`src/rtl/rggen_register_access_arbiter_if.sv`:
```
// Bundle of the requester-side and register-block-side signals of the
// register access arbiter. The arbiter sits on the slave modport; the
// requesters and the register block together sit on the master modport.
interface rggen_register_access_arbiter_if #(
  parameter int REQUESTERS    = 2,
  parameter int ADDRESS_WIDTH = 8,
  parameter int BUS_WIDTH     = 32
);
  // requester side
  logic [REQUESTERS-1:0]               i_req_valid;
  logic [2*REQUESTERS-1:0]             i_req_access;
  logic [ADDRESS_WIDTH*REQUESTERS-1:0] i_req_address;
  logic [BUS_WIDTH*REQUESTERS-1:0]     i_req_write_data;
  logic [BUS_WIDTH/8*REQUESTERS-1:0]   i_req_strobe;
  logic [REQUESTERS-1:0]               o_req_ready;
  logic [1:0]                          o_req_status;
  logic [BUS_WIDTH-1:0]                o_req_read_data;
  // register block side
  logic                                o_valid;
  logic [1:0]                          o_access;
  logic [ADDRESS_WIDTH-1:0]            o_address;
  logic [BUS_WIDTH-1:0]                o_write_data;
  logic [BUS_WIDTH/8-1:0]              o_strobe;
  logic                                i_ready;
  logic [1:0]                          i_status;
  logic [BUS_WIDTH-1:0]                i_read_data;

  modport slave (
    input  i_req_valid, i_req_access, i_req_address, i_req_write_data, i_req_strobe,
    output o_req_ready, o_req_status, o_req_read_data,
    output o_valid, o_access, o_address, o_write_data, o_strobe,
    input  i_ready, i_status, i_read_data
  );

  modport master (
    output i_req_valid, i_req_access, i_req_address, i_req_write_data, i_req_strobe,
    input  o_req_ready, o_req_status, o_req_read_data,
    input  o_valid, o_access, o_address, o_write_data, o_strobe,
    output i_ready, i_status, i_read_data
  );
endinterface

```
`src/rtl/rggen_register_access_arbiter.sv`:
```
// Round-robin arbiter sharing one register-block host port between
// REQUESTERS requesters. The granted request is latched, presented to the
// register block until it answers (or the watchdog expires), and the
// response is returned to the winner with a one-cycle ready pulse.
module rggen_register_access_arbiter #(
  parameter int REQUESTERS    = 2,
  parameter int ADDRESS_WIDTH = 8,
  parameter int BUS_WIDTH     = 32,
  parameter int TIMEOUT       = 0
)(
  input logic                            i_clk,
  input logic                            i_rst_n,
  rggen_register_access_arbiter_if.slave bus
);
  localparam int STRB_W = BUS_WIDTH / 8;
  localparam int IDX_W  = (REQUESTERS > 1) ? $clog2(REQUESTERS) : 1;
  localparam int CNT_W  = (TIMEOUT > 1) ? $clog2(TIMEOUT) : 1;

  typedef enum logic [1:0] {
    IDLE,
    BUSY,
    RESPOND
  } state_e;

  state_e                   state;
  logic [IDX_W-1:0]         ptr;
  logic [IDX_W-1:0]         grant;
  logic [CNT_W-1:0]         count;

  logic                     arb_found;
  logic [IDX_W-1:0]         arb_idx;
  logic [IDX_W-1:0]         ptr_next;
  logic [REQUESTERS-1:0]    valid_rot;
  logic [IDX_W:0]           idx_sum;
  logic [1:0]               sel_access;
  logic [ADDRESS_WIDTH-1:0] sel_address;
  logic [BUS_WIDTH-1:0]     sel_write_data;
  logic [STRB_W-1:0]        sel_strobe;
  logic [REQUESTERS-1:0]    grant_onehot;
  logic                     timeout_hit;

  // Round-robin pick: rotate the valids so the pointer lands on bit 0,
  // take the first set bit, then map the offset back to a requester index.
  always_comb begin
    arb_found = 1'b0;
    arb_idx   = '0;
    idx_sum   = '0;
    valid_rot = REQUESTERS'({bus.i_req_valid, bus.i_req_valid} >> ptr);
    for (int unsigned k = 0; k < REQUESTERS; k++) begin
      if (!arb_found && valid_rot[k]) begin
        arb_found = 1'b1;
        idx_sum   = {1'b0, ptr} + (IDX_W+1)'(k);
        if (idx_sum >= (IDX_W+1)'(REQUESTERS)) begin
          idx_sum = idx_sum - (IDX_W+1)'(REQUESTERS);
        end
        arb_idx = idx_sum[IDX_W-1:0];
      end
    end
  end

  // Payload mux of the requester selected by the arbiter.
  always_comb begin
    sel_access     = '0;
    sel_address    = '0;
    sel_write_data = '0;
    sel_strobe     = '0;
    for (int unsigned k = 0; k < REQUESTERS; k++) begin
      if (IDX_W'(k) == arb_idx) begin
        sel_access     = bus.i_req_access[2*k +: 2];
        sel_address    = bus.i_req_address[ADDRESS_WIDTH*k +: ADDRESS_WIDTH];
        sel_write_data = bus.i_req_write_data[BUS_WIDTH*k +: BUS_WIDTH];
        sel_strobe     = bus.i_req_strobe[STRB_W*k +: STRB_W];
      end
    end
  end

  // Pointer advance, ready pulse vector and watchdog expiry.
  always_comb begin
    ptr_next     = (arb_idx == IDX_W'(REQUESTERS - 1)) ? '0 : arb_idx + 1'b1;
    grant_onehot = REQUESTERS'(1) << grant;
    timeout_hit  = (TIMEOUT > 0) && (count == CNT_W'(TIMEOUT - 1));
  end

  // Transaction FSM with all outputs registered.
  always_ff @(posedge i_clk or negedge i_rst_n) begin
    if (!i_rst_n) begin
      state               <= IDLE;
      ptr                 <= '0;
      grant               <= '0;
      count               <= '0;
      bus.o_req_ready     <= '0;
      bus.o_req_status    <= '0;
      bus.o_req_read_data <= '0;
      bus.o_valid         <= 1'b0;
      bus.o_access        <= '0;
      bus.o_address       <= '0;
      bus.o_write_data    <= '0;
      bus.o_strobe        <= '0;
    end else begin
      case (state)
        IDLE: begin
          bus.o_req_ready <= '0;
          if (arb_found) begin
            grant            <= arb_idx;
            ptr              <= ptr_next;
            count            <= '0;
            bus.o_access     <= sel_access;
            bus.o_address    <= sel_address;
            bus.o_write_data <= sel_write_data;
            bus.o_strobe     <= sel_strobe;
            bus.o_valid      <= 1'b1;
            state            <= BUSY;
          end
        end
        BUSY: begin
          count <= count + 1'b1;
          // a real answer takes priority over a coincident watchdog expiry
          if (bus.i_ready) begin
            bus.o_req_status    <= bus.i_status;
            bus.o_req_read_data <= bus.i_read_data;
            bus.o_valid         <= 1'b0;
            bus.o_req_ready     <= grant_onehot;
            state               <= RESPOND;
          end else if (timeout_hit) begin
            bus.o_req_status    <= 2'b10;
            bus.o_req_read_data <= '0;
            bus.o_valid         <= 1'b0;
            bus.o_req_ready     <= grant_onehot;
            state               <= RESPOND;
          end
        end
        RESPOND: begin
          bus.o_req_ready <= '0;
          state           <= IDLE;
        end
        default: begin
          bus.o_req_ready <= '0;
          bus.o_valid     <= 1'b0;
          state           <= IDLE;
        end
      endcase
    end
  end
endmodule

```
`src/flat_wrapper.sv`:
```
// flat-port wrapper written by rule: the top's interface ports become plain ports
module rggen_register_access_arbiter_flat 
#(
  parameter int REQUESTERS    = 2,
  parameter int ADDRESS_WIDTH = 8,
  parameter int BUS_WIDTH     = 32,
  parameter int TIMEOUT       = 0
)
  (i_clk, i_rst_n, bus_i_req_valid, bus_i_req_access, bus_i_req_address, bus_i_req_write_data, bus_i_req_strobe, bus_o_req_ready, bus_o_req_status, bus_o_req_read_data, bus_o_valid, bus_o_access, bus_o_address, bus_o_write_data, bus_o_strobe, bus_i_ready, bus_i_status, bus_i_read_data);
  rggen_register_access_arbiter_if #(.REQUESTERS(REQUESTERS), .ADDRESS_WIDTH(ADDRESS_WIDTH), .BUS_WIDTH(BUS_WIDTH)) bus_i ();
  input logic i_clk;
  input logic i_rst_n;
  input wire logic [$bits(bus_i.i_req_valid)-1:0] bus_i_req_valid;
  input wire logic [$bits(bus_i.i_req_access)-1:0] bus_i_req_access;
  input wire logic [$bits(bus_i.i_req_address)-1:0] bus_i_req_address;
  input wire logic [$bits(bus_i.i_req_write_data)-1:0] bus_i_req_write_data;
  input wire logic [$bits(bus_i.i_req_strobe)-1:0] bus_i_req_strobe;
  output wire logic [$bits(bus_i.o_req_ready)-1:0] bus_o_req_ready;
  output wire logic [$bits(bus_i.o_req_status)-1:0] bus_o_req_status;
  output wire logic [$bits(bus_i.o_req_read_data)-1:0] bus_o_req_read_data;
  output wire logic [$bits(bus_i.o_valid)-1:0] bus_o_valid;
  output wire logic [$bits(bus_i.o_access)-1:0] bus_o_access;
  output wire logic [$bits(bus_i.o_address)-1:0] bus_o_address;
  output wire logic [$bits(bus_i.o_write_data)-1:0] bus_o_write_data;
  output wire logic [$bits(bus_i.o_strobe)-1:0] bus_o_strobe;
  input wire logic [$bits(bus_i.i_ready)-1:0] bus_i_ready;
  input wire logic [$bits(bus_i.i_status)-1:0] bus_i_status;
  input wire logic [$bits(bus_i.i_read_data)-1:0] bus_i_read_data;
  assign bus_i.i_req_valid = bus_i_req_valid;
  assign bus_i.i_req_access = bus_i_req_access;
  assign bus_i.i_req_address = bus_i_req_address;
  assign bus_i.i_req_write_data = bus_i_req_write_data;
  assign bus_i.i_req_strobe = bus_i_req_strobe;
  assign bus_o_req_ready = bus_i.o_req_ready;
  assign bus_o_req_status = bus_i.o_req_status;
  assign bus_o_req_read_data = bus_i.o_req_read_data;
  assign bus_o_valid = bus_i.o_valid;
  assign bus_o_access = bus_i.o_access;
  assign bus_o_address = bus_i.o_address;
  assign bus_o_write_data = bus_i.o_write_data;
  assign bus_o_strobe = bus_i.o_strobe;
  assign bus_i.i_ready = bus_i_ready;
  assign bus_i.i_status = bus_i_status;
  assign bus_i.i_read_data = bus_i_read_data;
  rggen_register_access_arbiter #(.REQUESTERS(REQUESTERS), .ADDRESS_WIDTH(ADDRESS_WIDTH), .BUS_WIDTH(BUS_WIDTH), .TIMEOUT(TIMEOUT)) u_core (.i_clk(i_clk), .i_rst_n(i_rst_n), .bus(bus_i));
endmodule
```
`config.mk`:
```
export PLATFORM = sky130hd
export DESIGN_NAME = rggen_register_access_arbiter_flat
export DESIGN_NICKNAME = d
export VERILOG_FILES = /design/src/rtl/rggen_register_access_arbiter_if.sv /design/src/rtl/rggen_register_access_arbiter.sv /design/src/flat_wrapper.sv
export SDC_FILE = /design/constraint.sdc
export NUM_CORES = 1
export LEC_CHECK = 0
export CAP_MARGIN = 40
export CORE_ASPECT_RATIO = 1.5
export CORE_MARGIN = 2
export CORE_UTILIZATION = 38
export CTS_CLUSTER_DIAMETER = 50
export DETAILED_ROUTE_END_ITERATION = 7
export GPL_ROUTABILITY_DRIVEN = 0
export PLACE_DENSITY_LB_ADDON = 0.08
export SYNTH_ARGS = -nofsm -noshare
export SYNTH_HDL_FRONTEND = slang
export SYNTH_SLANG_ARGS = --single-unit
```
`constraint.sdc`:
```
create_clock -name i_clk -period 1.85 [get_ports i_clk]
set_input_delay 0.185 -clock i_clk [delete_from_list [all_inputs] [get_ports i_clk]]
set_output_delay 0.185 -clock i_clk [all_outputs]
set_load 0.05 [all_outputs]
```
# Word level (Yosys, flattened, before mapping)
# Index checks and enable logic that the tools add are counted.
[totals]
latchBits = 0
ramBits = 0
output_inout_bits = 83
n_memories = 0
mem_bits_ro = 0
regBits = 87
input_bits = 131
[classes]
div_mod_pow = 0
shifts = 2
magnitude_cmp = 2
n_addsub = 4
muxes = 19
n_reduce_logical = 7
eq_ne = 4
multipliers = 0
n_bitwise = 1
[op_table]
columns = ["cell", "count"]
rows = [
  ["32-bit two-way mux", 1],
  ["2-bit two-way mux", 5],
  ["1-bit two-way mux", 9],
  ["8-bit two-way mux", 1],
  ["2-bit AND reduction", 3],
  ["4-bit two-way mux", 1],
  ["2-bit one-hot mux with 2 select lines", 1],
  ["4-bit by 1-bit right shift with 2-bit output", 1],
  ["1-bit one-hot mux with 3 select lines", 1],
  ["3-bit AND reduction", 1],
  ["1-bit by 1-bit adder with 2-bit output (second input constant)", 1],
  ["2-bit by 1-bit == test with 1-bit output (second input constant)", 1],
  ["2-bit == test (second input constant)", 1],
  ["1-bit by 2-bit greater-or-equal comparator with 1-bit output (second input constant)", 1],
  ["2-bit greater-or-equal comparator (second input constant)", 1],
  ["2-bit zero test", 1],
  ["2-bit by 1-bit != test with 1-bit output (second input constant)", 1],
  ["2-bit != test (second input constant)", 1],
  ["1-bit by 1-bit << shifter with 2-bit output (first input constant)", 1],
  ["1-bit subtractor (second input constant)", 2],
  ["1-bit adder (second input constant)", 1],
  ["1-bit logical AND", 1],
  ["1-bit zero test", 1],
  ["1-bit NOT", 1],
]

# Longest topological paths before layout
[logic_depth]
ltp_word = 7
depth_mapped = 5
depth_no_buf = 3

# Worst setup path before layout
# Ideal clock, no wire load.
[synth_timing]
path_type = "reg2reg"
start = "register u_core.state[1]"
end = "register u_core.bus.o_strobe[0]"
slack_ps = 439
setup_ps = 126
t_required_ps = 1724
synth_period_minus_slack_ps = 1411
stages_incl_launch_ff = 6
t_arrival_ps = 1285
path_cell_list = "dfrtp_1 -> or2_1 -> buf_6 -> buf_8 -> o21a_1 -> a221o_1"
[synth_between]
elab_chain_cells = 2
[synth_rtl]
columns = ["element", "line_no", "text"]
rows = [
  ["start, declared", "rggen_register_access_arbiter.sv:25", "state_e state;"],
  ["start signal, assigned", "rggen_register_access_arbiter.sv:87", "state <= IDLE;"],
  ["start signal, assigned", "rggen_register_access_arbiter.sv:112", "state <= BUSY;"],
  ["start signal, assigned", "rggen_register_access_arbiter.sv:123", "state <= RESPOND;"],
  ["2-bit zero test", "rggen_register_access_arbiter.sv:100", "case (state)"],
  ["2-bit AND reduction (no source line)", "-", ""],
  ["end signal, assigned", "rggen_register_access_arbiter.sv:110", "bus.o_strobe <= sel_strobe;"],
  ["end, declared", "rggen_register_access_arbiter_if.sv:31", "output o_valid, o_access, o_address, o_write_data, o_strobe,"],
]
# No other way between the ends.
# A chain may end at the register's enable or synchronous reset.

# Worst setup path in the final report
[layout_timing]
start = "register u_core.bus.o_write_data[16]"
end = "output port bus_o_write_data[16]"
[layout_lines]
columns = ["element", "line_no", "text"]
rows = [
  ["start, declared", "rggen_register_access_arbiter_if.sv:31", ""],
  ["start signal, assigned", "rggen_register_access_arbiter.sv:109", "bus.o_write_data <= sel_write_data;"],
  ["end, declared", "flat_wrapper.sv:24", "output wire logic [$bits(bus_i.o_write_data)-1:0] bus_o_write_data;"],
]
# No word-level cell between the ends.

==> run_results.csv <==
group,metric,value,unit
outcome,status,"complete, no violations",
detailed_routing,num_vias,3064,
cts,cts_tree,"built",
global_route,grt_pass1_vias,3252,
detailed_routing,dr.pass1.iters,4,
cts,htreeDepth,3,
global_route,grt_max_degree,48,
critical_path,cp-start-kind,"flop",
logic_synthesis,avgSynthCellArea,14.19,um2
logic_synthesis,synth_area,0.003704,mm2
critical_path,crit_type,"flop to output pin",
detailed_routing,drt_drc_violations_left,0,
sta,finalHoldViolCount,0,
critical_path,crit_path_max_fanout,2,
die,die-width,84.61,um
cts,cts.repair.resized,0,
critical_path,crit_start,"u_core.bus.o_write_data[16]",
global_route,antenna_found_initial,0,
critical_path,worst_path_dominant_cell_family,"buffers and inverters",
cts,clock_tree.buffer_depth,2,
detailed_routing,wirelength,10.78,mm
detailed_routing,wl_per_cell,18.33,um
critical_path,cp_slowest_stage_delay,0.83,ns
die,dieArea,0.01057,mm2
die,dieHeight,124.9,um
logic_synthesis,synth-warning-count,0,
final_layout,area_growth,67.16,%
die,rows,44,
final_layout,drive_gt1_share,13.53,%
sta,skew,0.005208,ns
placed_design,io_buffer_count,213,
placed_design,dp.cells,572,
worst_hold_path,hp-class,"input port to asynchronous set/reset pin",
power_and_ir_drop,peakVddDrop,1.326,mV
global_route,grt_usage,20.81,%
die,initial_utilization,38.66,%
logic_synthesis,synthFlopType,"dfrtp_1",
critical_path,crit_buf_inv,1,
sta,relSlewSlack,61.62,%
power_and_ir_drop,p_per_area,2044,mW/mm2
sta,slew_violations,0,
logic_synthesis,synth_seq_cells,87,
cts,cts_buffers,9,
logic_synthesis,syn_nets,392,
logic_synthesis,synth_edf_count,0,
sta,worst_slew_pin_slew,0.5739,ns
run,drv_cap,0,
logic_synthesis,syn_inst,261,
sta,min_period,1.717,ns
die,design.core.area,0.009579,mm2
sta,holdWs,0.3164,ns
critical_path,critPathRequiredTime,1.66,ns
detailed_routing,antenna_left,0,
logic_synthesis,yosysTopAreaCell,"dfrtp_1",
placed_design,dp_hpwl,7.658,mm
logic_synthesis,synth.top_cells.by_area,"dfrtp_1 59%, a221o_1 12%, mux2_2 10%",
detailed_routing,drtIter0Drc,120,
cts,root_buffer,"clkbuf_16",
final_layout,diodes,0,
logic_synthesis,synthArstFlopShare,100.0,%
logic_synthesis,synth_cell_types,22,
global_route,overflow,0,
cts,insertion_delay,0.34,ns
global_route,grt_pass1_wl,17.31,mm
sta,tns,0,ns
detailed_routing,vias_per_cell,5.211,
logic_synthesis,synthDominantCellAreaShare,58.78,%
critical_path,cp.arrival,1.53,ns
final_layout,finalNonFillerCells,588,
sta,fin_crit_sh,92.80,%
critical_path,crit_path_end_kind,"output pin",
sta,clock.fmax,582.5,MHz
sta,rsz0062_at_grt,"false",
final_layout,nFillCells,803,
critical_path,crit_chain,"clkdlybuf4s50_1",
power_and_ir_drop,leakage,0.002564,uW
cts,cts.sinks,87,
critical_path,cp_slowest_cell,"clkdlybuf4s50_1",
die,ioPinCount,214,
final_layout,layout.nets,600,
sta,finalSetupViolCount,0,
critical_path,r2r_start,"u_core.state[1]",
cts,clkTransAtPathRegs,0.06,ns
logic_synthesis,synth.yosys.seq_area_share,58.78,%
-- kinds of logic after synthesis --
| family | count (synthesis) | synth area share (%) |
|---|---|---|
| muxes | 36 | 10.88 |
| AOI/OAI and AO/OA | 97 | 22.47 |
| DFF | 87 | 58.78 |
| buffers and inverters | 27 | 5.574 |
| and+or+nand+nor | 14 | 2.298 |
-- path summary, 6_finish.rpt --
kind | endpoint | slack (ns) | cells after the start
hold / removal | u_core.bus.o_write_data[7] | 0.32 | 2
setup reg to reg | u_core.bus.o_write_data[13] | 0.18 | 4
max in group asynchronous | u_core.bus.o_req_read_data[26] | 0.91 | 3
setup / recovery | bus_o_write_data[16] | 0.13 | 1
hold reg to reg | u_core.bus.o_valid | 0.49 | 2
min in group i_clk | u_core.bus.o_strobe[0] | 0.45 | 2
-- sequential cells by signal, summed over array words and instances, names as in the netlist, 2 cells and up --
| name | cells |
|---|---|
| u_core.bus.o_req_read_data | 32 |
| u_core.bus.o_req_status | 2 |
| u_core.bus.o_write_data | 32 |
| u_core.bus.o_strobe | 4 |
| u_core.state | 2 |
| u_core.bus.o_address | 8 |
| u_core.bus.o_access | 2 |
| u_core.bus.o_req_ready | 2 |
-- power by group --
part	internal (uW)	switching [uW]	leakage, uW	total (uW)
logic	2960	4620	0.00137	7580
registers	2840	489	0.00106	3330
clock network	1010	731	0.000140	1740
-- cell type report --
| type | instances | area (um2) | share of cell area, % |
|---|---|---|---|
| well taps | 115 | 143.9 | 2.324 |
| flip-flops and latches | 87 | 2177 | 35.17 |
| multi-input cells | 147 | 1329 | 21.46 |
| clock buffers | 12 | 266.5 | 4.305 |
| inverters | 2 | 7.507 | 0.1213 |
| clock inverters | 3 | 17.52 | 0.2829 |
| repair buffers | 222 | 2250 | 36.34 |
-- per-stage QoR --
stage / util [%] / area (um2) / power, uW / setup slack [ns]
after floorplan: - / 3704 / 8532 / 0.4387
after global placement: 61.56 / 5897 / 10880 / 0.1607
after detailed placement: 61.56 / 5897 / 10990 / 0.1404
after CTS: 64.63 / 6191 / 12770 / 0.1145
after global routing: 64.63 / 6191 / 13230 / 0.09351
final: 64.63 / 6191 / 12650 / 0.1331
-- routing by layer --
layer	vias up	track usage (%)	wire length [um]
li1	1416	-	-
met1	1509	25.96	4317
met2	123	34.18	5463
met3	16	5.169	717
met4	0	8.870	278
met5	-	0	0
-- synth_stat cells, types with 2 or more instances --
cell type   n
a221o_1    46
buf_2      11
buf_6       4
buf_8       5
clkbuf_1    3
dfrtp_1    87
inv_1       2
mux2_2     34
mux2i_1     2
nand2_1     2
nand2b_1    3
nor2_1      4
o21a_1     46
o21ai_0     4
-- cells in the final DEF (no fill, tap or decap), types with 3 or more instances in the layout --
cell             netlist  final
buf_12                 0      4
clkdlybuf4s50_1        0    212
clkbuf_8               0      3
buf_4                  1      5
a221o_1               46     46
dfrtp_1               87     87
nand2b_1               3      3
nor2_1                 4      3
mux2_2                34     34
clkbuf_16              0      9
o21a_1                46     46
o21ai_0                4      4
-- timing repair --
action                                 in CTS  in global routing
endpoints found under the hold margin      29                  0
hold buffers                                1                  0
setup buffers                               0                  0
No activity file was read; power rests on OpenSTA's default activity.
